File: config.mk
export PLATFORM = sky130hd
export DESIGN_NAME = sync_fifo_fwft
export DESIGN_NICKNAME = d
export VERILOG_FILES = /design/src/rtl/sync_fifo_pkg.sv /design/src/rtl/sync_fifo_ram.sv /design/src/rtl/sync_fifo_fwft.sv
export SDC_FILE = /design/constraint.sdc
export NUM_CORES = 1
export LEC_CHECK = 0
export ABC_AREA = 0
export CAP_MARGIN = 20
export CORE_MARGIN = 3
export CORE_UTILIZATION = 55
export CTS_CLUSTER_SIZE = 40
export DETAILED_ROUTE_END_ITERATION = 8
export GPL_TIMING_DRIVEN = 0
export PLACE_DENSITY = 0.74
export SLEW_MARGIN = 30
export SYNTH_ARGS = -nofsm -noshare
export SYNTH_HDL_FRONTEND = slang
export SYNTH_SLANG_ARGS = --single-unit
File: constraint.sdc
create_clock -name clk -period 4 [get_ports clk]
set_clock_uncertainty 0.2 [all_clocks]
set_input_delay 0.8 -clock clk [delete_from_list [all_inputs] [get_ports clk]]
set_output_delay 0.8 -clock clk [all_outputs]
set_load 0.01 [all_outputs]
File: src/rtl/sync_fifo_pkg.sv
// Shared definitions for the sync_fifo_fwft family: read-mode encodings and
// a constant-evaluable ceiling log2 used to size pointers and the count.
package sync_fifo_pkg;

  localparam int FIFO_MODE_STD  = 0;
  localparam int FIFO_MODE_FWFT = 1;

  // Ceiling log2; clog2(1) = 0. Usable in parameter and port-width expressions.
  function automatic int clog2(input int value);
    int r;
    int v;
    r = 0;
    v = 1;
    while (v < value) begin
      v = v * 2;
      r = r + 1;
    end
    return r;
  endfunction

endpackage

File: src/rtl/sync_fifo_ram.sv
// Storage array for sync_fifo_fwft. Synchronous write port; the read port is
// combinational in FWFT mode so the head entry is always visible, and
// registered (loaded only on a read enable) in standard mode.
module sync_fifo_ram
  import sync_fifo_pkg::*;
#(
  parameter int width = 8,
  parameter int depth = 8,
  parameter int fwft  = FIFO_MODE_STD,
  localparam int AW   = clog2(depth)
) (
  input  logic             clk,
  input  logic             reset,
  input  logic             we,
  input  logic [AW-1:0]    waddr,
  input  logic [width-1:0] wdata,
  input  logic             re,
  input  logic [AW-1:0]    raddr,
  output logic [width-1:0] rdata
);

  logic [width-1:0] mem [depth];

  // Write port: storage itself is never reset, only the pointers are.
  always_ff @(posedge clk) begin
    if (we) mem[waddr] <= wdata;
  end

  if (fwft == FIFO_MODE_FWFT) begin : g_async_rd
    // Head entry falls through; the top masks it while the FIFO is empty.
    assign rdata = mem[raddr];

    logic unused_rd_ctrl;
    assign unused_rd_ctrl = ^{reset, re};
  end else begin : g_reg_rd
    // Registered read: holds its value between accepted pops.
    always_ff @(posedge clk) begin
      if (!reset)  rdata <= '0;
      else if (re) rdata <= mem[raddr];
    end
  end

endmodule

File: src/rtl/sync_fifo_fwft.sv
// Single-clock FIFO with arbitrary depth, programmable almost-full/empty
// thresholds, occupancy count and standard or first-word-fall-through reads.
// Optional feature macro: SYNC_FIFO_ERR_EN adds clr_err plus sticky
// overflow/underflow flags; without it illegal requests are silently ignored.
module sync_fifo_fwft
  import sync_fifo_pkg::*;
#(
  parameter int width         = 8,
  parameter int depth         = 8,
  parameter int afull_thresh  = depth - 2,
  parameter int aempty_thresh = 1,
  parameter int fwft          = FIFO_MODE_STD
) (
  input  logic                        clk,
  input  logic                        reset,
  input  logic                        push,
  input  logic [width-1:0]            wr_data,
  input  logic                        pop,
  output logic [width-1:0]            rd_data,
  output logic                        empty,
  output logic                        full,
  output logic                        afull,
  output logic                        aempty,
  output logic [clog2(depth+1)-1:0]   count
`ifdef SYNC_FIFO_ERR_EN
  ,
  input  logic                        clr_err,
  output logic                        overflow,
  output logic                        underflow
`endif
);

  localparam int CW = clog2(depth + 1);
  localparam int AW = clog2(depth);

  logic [AW-1:0]    wr_ptr;
  logic [AW-1:0]    rd_ptr;
  logic [CW-1:0]    count_nxt;
  logic             push_ok;
  logic             pop_ok;
  logic [width-1:0] ram_rdata;

  // Acceptance rules: a push into a full FIFO is fine when a pop frees a slot;
  // a pop from an empty FIFO is dropped even if a push lands the same cycle.
  always_comb begin
    push_ok   = push && (!full || pop);
    pop_ok    = pop && !empty;
    count_nxt = count + CW'(push_ok) - CW'(pop_ok);
  end

  // Pointers wrap by explicit compare so any depth works.
  always_ff @(posedge clk) begin
    if (!reset) begin
      wr_ptr <= '0;
      rd_ptr <= '0;
    end else begin
      if (push_ok) wr_ptr <= (wr_ptr == AW'(depth - 1)) ? '0 : wr_ptr + AW'(1);
      if (pop_ok)  rd_ptr <= (rd_ptr == AW'(depth - 1)) ? '0 : rd_ptr + AW'(1);
    end
  end

  // Count and status flags are all registered from the next count.
  always_ff @(posedge clk) begin
    if (!reset) begin
      count  <= '0;
      empty  <= 1'b1;
      full   <= 1'b0;
      afull  <= 1'b0;
      aempty <= 1'b1;
    end else begin
      count  <= count_nxt;
      empty  <= (count_nxt == '0);
      full   <= (count_nxt == CW'(depth));
      afull  <= (count_nxt >= CW'(afull_thresh));
      aempty <= (count_nxt <= CW'(aempty_thresh));
    end
  end

  sync_fifo_ram #(
    .width (width),
    .depth (depth),
    .fwft  (fwft)
  ) u_ram (
    .clk   (clk),
    .reset (reset),
    .we    (push_ok && reset),
    .waddr (wr_ptr),
    .wdata (wr_data),
    .re    (pop_ok && reset),
    .raddr (rd_ptr),
    .rdata (ram_rdata)
  );

  // In FWFT mode, force zero while empty so stale or uninitialised storage
  // never reaches the consumer.
  always_comb begin
    rd_data = ram_rdata;
    if (fwft == FIFO_MODE_FWFT && empty) rd_data = '0;
  end

`ifdef SYNC_FIFO_ERR_EN
  // Sticky error flags; a set event wins over a simultaneous clear.
  always_ff @(posedge clk) begin
    if (!reset) begin
      overflow  <= 1'b0;
      underflow <= 1'b0;
    end else begin
      if (push && full && !pop) overflow <= 1'b1;
      else if (clr_err)         overflow <= 1'b0;
      if (pop && empty)         underflow <= 1'b1;
      else if (clr_err)         underflow <= 1'b0;
    end
  end
`endif

endmodule

After elaboration in Yosys (flattened, before gate mapping):

Memories as Yosys holds them, arrays and structs flattened. A register that Yosys moved wholly into a read port is not among the register bits.
Index checks and enable logic that the tools add are counted.

* equal/unequal tests: 3
* multiplexer cells: 4
* shift operators: 0
* $add $sub $neg: 4
* bitwise logic cells: 0
* order comparisons: 2
* multiply operators: 0
* reductions and logical operators: 9
* divide/modulo/power cells: 0

Operators with widths (number)
* $add 3x1->3 const B: 2
* $eq 3x3->1 const B: 2
* $mux 3: 2
* $add 4x1->4: 1
* $eq 4x4->1 const B: 1
* $ge 4x3->1 const B: 1
* $le 4x1->1 const B: 1
* $logic_and 1x1->1: 4
* $logic_not 4->1: 1
* $sub 4x1->4: 1
* $logic_not 1->1: 3
* $mux 1: 2
* $logic_or 1x1->1: 1

* bits in writable memories: 64
* bits in registers: 14
* word-level logic and storage cells: 30
* memories: 1
* memory bits (read-only): 0
* bits in latches: 0
* output and inout bits: 16

Memories
* u_ram.mem: depth 8, width 8, read ports 1, clocked after memory_dff 1, wr ports 1, line sync_fifo_ram.sv:22 `logic [width-1:0] mem [depth];`

Logic depth before layout (Yosys ltp):

* word-level depth: 6
* gate-level depth with buffers: 11

Hierarchy:

Synthesis repeated with hierarchy kept, for this count alone.

* cell total of the unflattened synthesis: 232
* area total of the unflattened synthesis: 3512.1 µm²

By module, submodules not included
* sync_fifo_ram: times used 1, area each 2788.9 µm², cells each 160
* sync_fifo_fwft: times used 1, area each 723.2 µm², cells each 72

Least setup slack after synthesis:

No wires, ideal clock.

* path type: input-to-reg
* start: input pop
* end: register full
* setup slack: 1.216 ns
* stages on the path: 11
* library setup time: 0.096 ns
* data arrival time: 2.489 ns
* data required time: 3.704 ns
* path through: nand2b_1 -> inv_1 -> buf_2 -> ha_1 -> inv_1 -> ha_1 -> inv_1 -> fa_1 -> xor2_1 -> nand2_1 -> nor4b_1

RTL lines
* from (decl): line sync_fifo_fwft.sv:18 `input logic pop,`
* $logic_and 1x1->1: line sync_fifo_fwft.sv:47 `pop_ok = pop && !empty;`
* named net pop_ok: line sync_fifo_fwft.sv:40 `logic pop_ok;`
* $sub 4x1->4: line sync_fifo_fwft.sv:48 `count_nxt = count + CW'(push_ok) - CW'(pop_ok);`
* $eq 4x4->1: line sync_fifo_fwft.sv:73 `full <= (count_nxt == CW'(depth));`
* to (signal assigned): line sync_fifo_fwft.sv:73
* to (decl): line sync_fifo_fwft.sv:21 `output logic full,`

The timed path passes the listed nets, and every way through them passes these cells.
A chain may end at the register's enable or synchronous reset.

Final worst setup path:

Ends and elaborated chain as after synthesis.

==> results.md <==
| Quantity | Reported | Unit |
|---|---|---|
| H-tree depth reported by CTS | 3 | - |
| Setup violations, final | 0 | - |
| Final critical path time including I/O delays and setup | 3.356 | ns |
| Type of destination of the critical path | flop | - |
| Most used cell, CP | inv_1 | - |
| Register area share after synthesis | 69.01 | % |
| Post-synth top area share | 56.14 | % |
| Clock latency reported for the late side of the worst-skew pair | 0.34 | ns |
| Maximum single-stage delay on the critical path | 0.53 | ns |
| Unrepaired setup endpoints after global routing | no | - |
| Setup Fix Bufs, Post-CTS | 0 | - |
| Post-synthesis share of cell area spent on full adders, half adders and majority gates | 3.509 | % |
| Antenna diode count | 0 | - |
| I/O Buffers | 27 | - |
| R2R setup slack | 1.27 | ns |
| Clock tree from TritonCTS | yes | - |
| Cells taking the most area after synthesis | edfxtp_1 56%, dfxtp_1 13%, mux2i_1 9.1% | - |
| IR Drop Worst-Case VDD | 0.4042 | mV |
| Bufs and invs on worst path | 5 | - |
| Total wirelength of the detailed-routed design | 6163 | µm |
| Pins over their slew limit | 0 | - |
| Flip-flop and latch count after synthesis | 86 | - |
| Via count of the first global-routing pass | 2017 | - |
| Count of cell types in the netlist | 33 | - |
| Total nets after synthesis | 256 | - |
| Half-perimeter wire length of the detailed placement result | 4068 | µm |
| Synthesized instance count | 235 | - |
| Crit path cell chain | clkdlybuf4s50_1, nand2b_1, inv_1, buf_2, ha_1, inv_1, ha_1, inv_1, fa_1, xor2_1, nand2_1, nor4b_1 | - |
| Pin count of the biggest net entering global routing | 15 | - |
| Synthesis-to-finish area growth | 17.14 | % |
| Post-Synthesis Mean Instance Area | 14.57 | µm² |
| Fraction of synthesized cell area in xor and xnor cells | 0.7675 | % |
| Routed wirelength normalized by instance count | 17.46 | µm |
| Number of max-cap violations | 0 | - |
| Number of non-filler instances in the completed layout | 353 | - |
| Synth area leader | edfxtp_1 | - |
| Full die area | 7207 | µm² |
| Highest Clock Rate | 298.0 | MHz |
| Die width | 84.90 | µm |
| Leakage power | 0.001383 | µW |
| Mapped cell area | 3423 | µm² |
| Cell at the root of the clock tree | clkbuf_8 | - |
| Fraction of synthesized area in multiplexers | 10.49 | % |
| Worst EP arrival | 3.39 | ns |
| Drt drc | 0 | - |
| Run status | completed | - |
| First-pass GRT wire length | 10100 | µm |
| Global placement routability congestion | 0.7197 | - |
| Share of final-layout standard cells stronger than drive strength 1 | 10.43 | % |
| Count of antenna-violating nets left after detailed routing | 0 | - |
| Clock-pin slew reported for the worst setup and hold paths after clock tree synthesis | 0.08 | ns |
| Post-synthesis share of cell area spent on and, or, nand and nor gates | 5.702 | % |
| Buffer depth of the longest clock path | 2 | - |
| Hold Violations, Final | 0 | - |
| Count of synthesis-stage warnings from yosys | 0 | - |
| Number of DRC markers after the initial detailed-route iteration | 171 | - |
| Largest family of logic cells by synthesized area | multiplexers | - |
| Max-slew headroom | 41.01 | % |
| Total overflow reported by the global router | 0 | - |
| Category of the critical setup timing path | in -> reg | - |
| Compound-gate portion of the synthesized area | 7.749 | % |
| DIE HEIGHT | 84.90 | µm |
| Number of hold buffers added after cts | 0 | - |
| Rows | 28 | - |
| Via density | 5.640 | - |
| All-Layer GR Usage | 18.89 | % |
| Final net count | 294 | - |
| Required time at the worst-slack endpoint | 4.03 | ns |
| Resized cells post-CTS | 0 | - |
| Min-Delay Path Class | reg -> reg | - |
| Power density over the cells | 567.0 | nW/µm² |
| Initial antenna violation count | 0 | - |
| Effective utilization at floorplan | 57.14 | % |
| Number of vias in the routed layout | 1991 | - |
| Final TNS setup | 0 | ns |
| Transition time at the pin with the least slew margin | 0.8816 | ns |
| CTS sink cnt | 86 | - |
| Startpoint class of the critical path | input pin | - |
| Final clock period utilization by the worst path | 83.91 | % |
| Detailed-routing iteration count for the pre-antenna-repair pass | 4 | - |
| I/O pin count | 28 | - |
| Kind of cell adding the most delay to the critical path | buffers and inverters | - |
| Hold WS | 0.3325 | ns |
| Number of clock buffers inserted by TritonCTS | 9 | - |
| Biggest fanout along the worst timing path | 10 | - |
| Core Region | 5991 | µm² |
| Cell type of the slowest stage on the worst timing path | clkdlybuf4s50_1 | - |
| Placed insts | 337 | - |
[worst paths after layout]
kind	cells past startpoint	end	start
min reg2reg	2	u_ram.rdata[0]	u_ram.rdata[0]
min	2	u_ram.rdata[0]	u_ram.rdata[0]
max reg2reg	11	full	empty
max	12	full	pop
[per-layer routing]
metal	GRT usage (%)	wire length, µm	up-vias	part of all wire, %
met1	24.85	2614	962	42
met4	6.043	65	0	1.1
met5	0	0	-	0
met3	5.922	458	6	7.4
met2	30.25	3024	69	49
li1	-	-	954	-
[power by group]
part	switching (µW)	total [µW]	internal (µW)
Combinational	285	556	271
Clock	295	643	348
Sequential	38.5	1070	1040
[state kept, by name, indices dropped and copies added (netlist names)]
name,flops
u_ram.mem,64
u_ram.rdata,8
count,4
rd_ptr,3
wr_ptr,3
aempty,1
afull,1
empty,1
full,1
[cells in the mapped netlist, drive strengths merged]
cell type / count
o21a: 1
a22oi: 14
o31ai: 1
nor2: 22
ha: 8
fa: 1
a222oi: 1
nor3: 3
clkbuf: 5
and2: 3
a21oi: 13
nand2b: 3
or3: 1
buf: 5
a21o: 1
nand3b: 1
inv: 8
nand2: 5
o2111ai: 1
nor4b: 1
edfxtp: 64
mux2i: 31
o21ai: 10
mux2: 4
xor2: 1
nor2b: 3
dfxtp: 22
xnor2: 2
[through the flow]
| stage | power (µW) | instance area [µm²] | setup slack [ns] | util [%] |
|---|---|---|---|---|
| after global routing | 2398 | 4010 | 0.4420 | 66.94 |
| after detailed placement | 1652 | 3797 | 0.3367 | 63.39 |
| after global placement | 1635 | 3787 | 0.3457 | 63.22 |
| final | 2274 | 4010 | 0.6438 | 66.94 |
| after CTS | 2292 | 4010 | 0.6375 | 66.94 |
| after floorplan | 1439 | 3423 | 1.216 | - |
[logic make-up after synthesis]
| group | Yosys count |
|---|---|
| AND/OR/NAND/NOR | 42 |
| XOR/XNOR | 3 |
| flip-flops | 86 |
| buffers and inverters | 18 |
| multiplexers | 35 |
| adder cells (fa/ha/maj) | 9 |
| AO/OA/AOI/OAI | 42 |
[worst register-to-register path: cells and delay by family, from the launching register on]
| kind | cells | cell delay [ns] |
|---|---|---|
| fa+ha+maj | 3 | 0.80 |
| simple gates | 3 | 0.64 |
| flops | 1 | 0.31 |
| xor+xnor | 1 | 0.25 |
| buf+inv | 4 | 0.42 |
[area by class of cell]
type / instances / area (µm²)
sequential: 86 / 2362
fill: 435 / 1981
multi-input combinational: 131 / 975.9
timing repair buffer: 27 / 270.3
clock buffer: 9 / 123.9
tap: 75 / 93.84
clock inverter: 7 / 88.84
buffer: 10 / 65.06
inverter: 8 / 30.03
[cells in the final DEF, fill, tap and decap left out, types with 3 or more instances in the layout]
master           Yosys  layout
edfxtp_1            64      64
mux2i_1             31      31
clkdlybuf4s50_1      0      27
nor2_1              22      22
dfxtp_1             22      22
a22oi_1             14      14
a21oi_1             13      13
o21ai_0              9       9
clkbuf_8             0       9
ha_1                 8       8
inv_1                7       7
nand2_1              5       5
clkbuf_1             5       5
clkinv_2             0       4
nand2b_1             3       3
and2_1               3       3
buf_6                3       3
nor2b_1              3       3
mux2_2               3       3
Note: power is estimated with default switching activity, not from simulation.
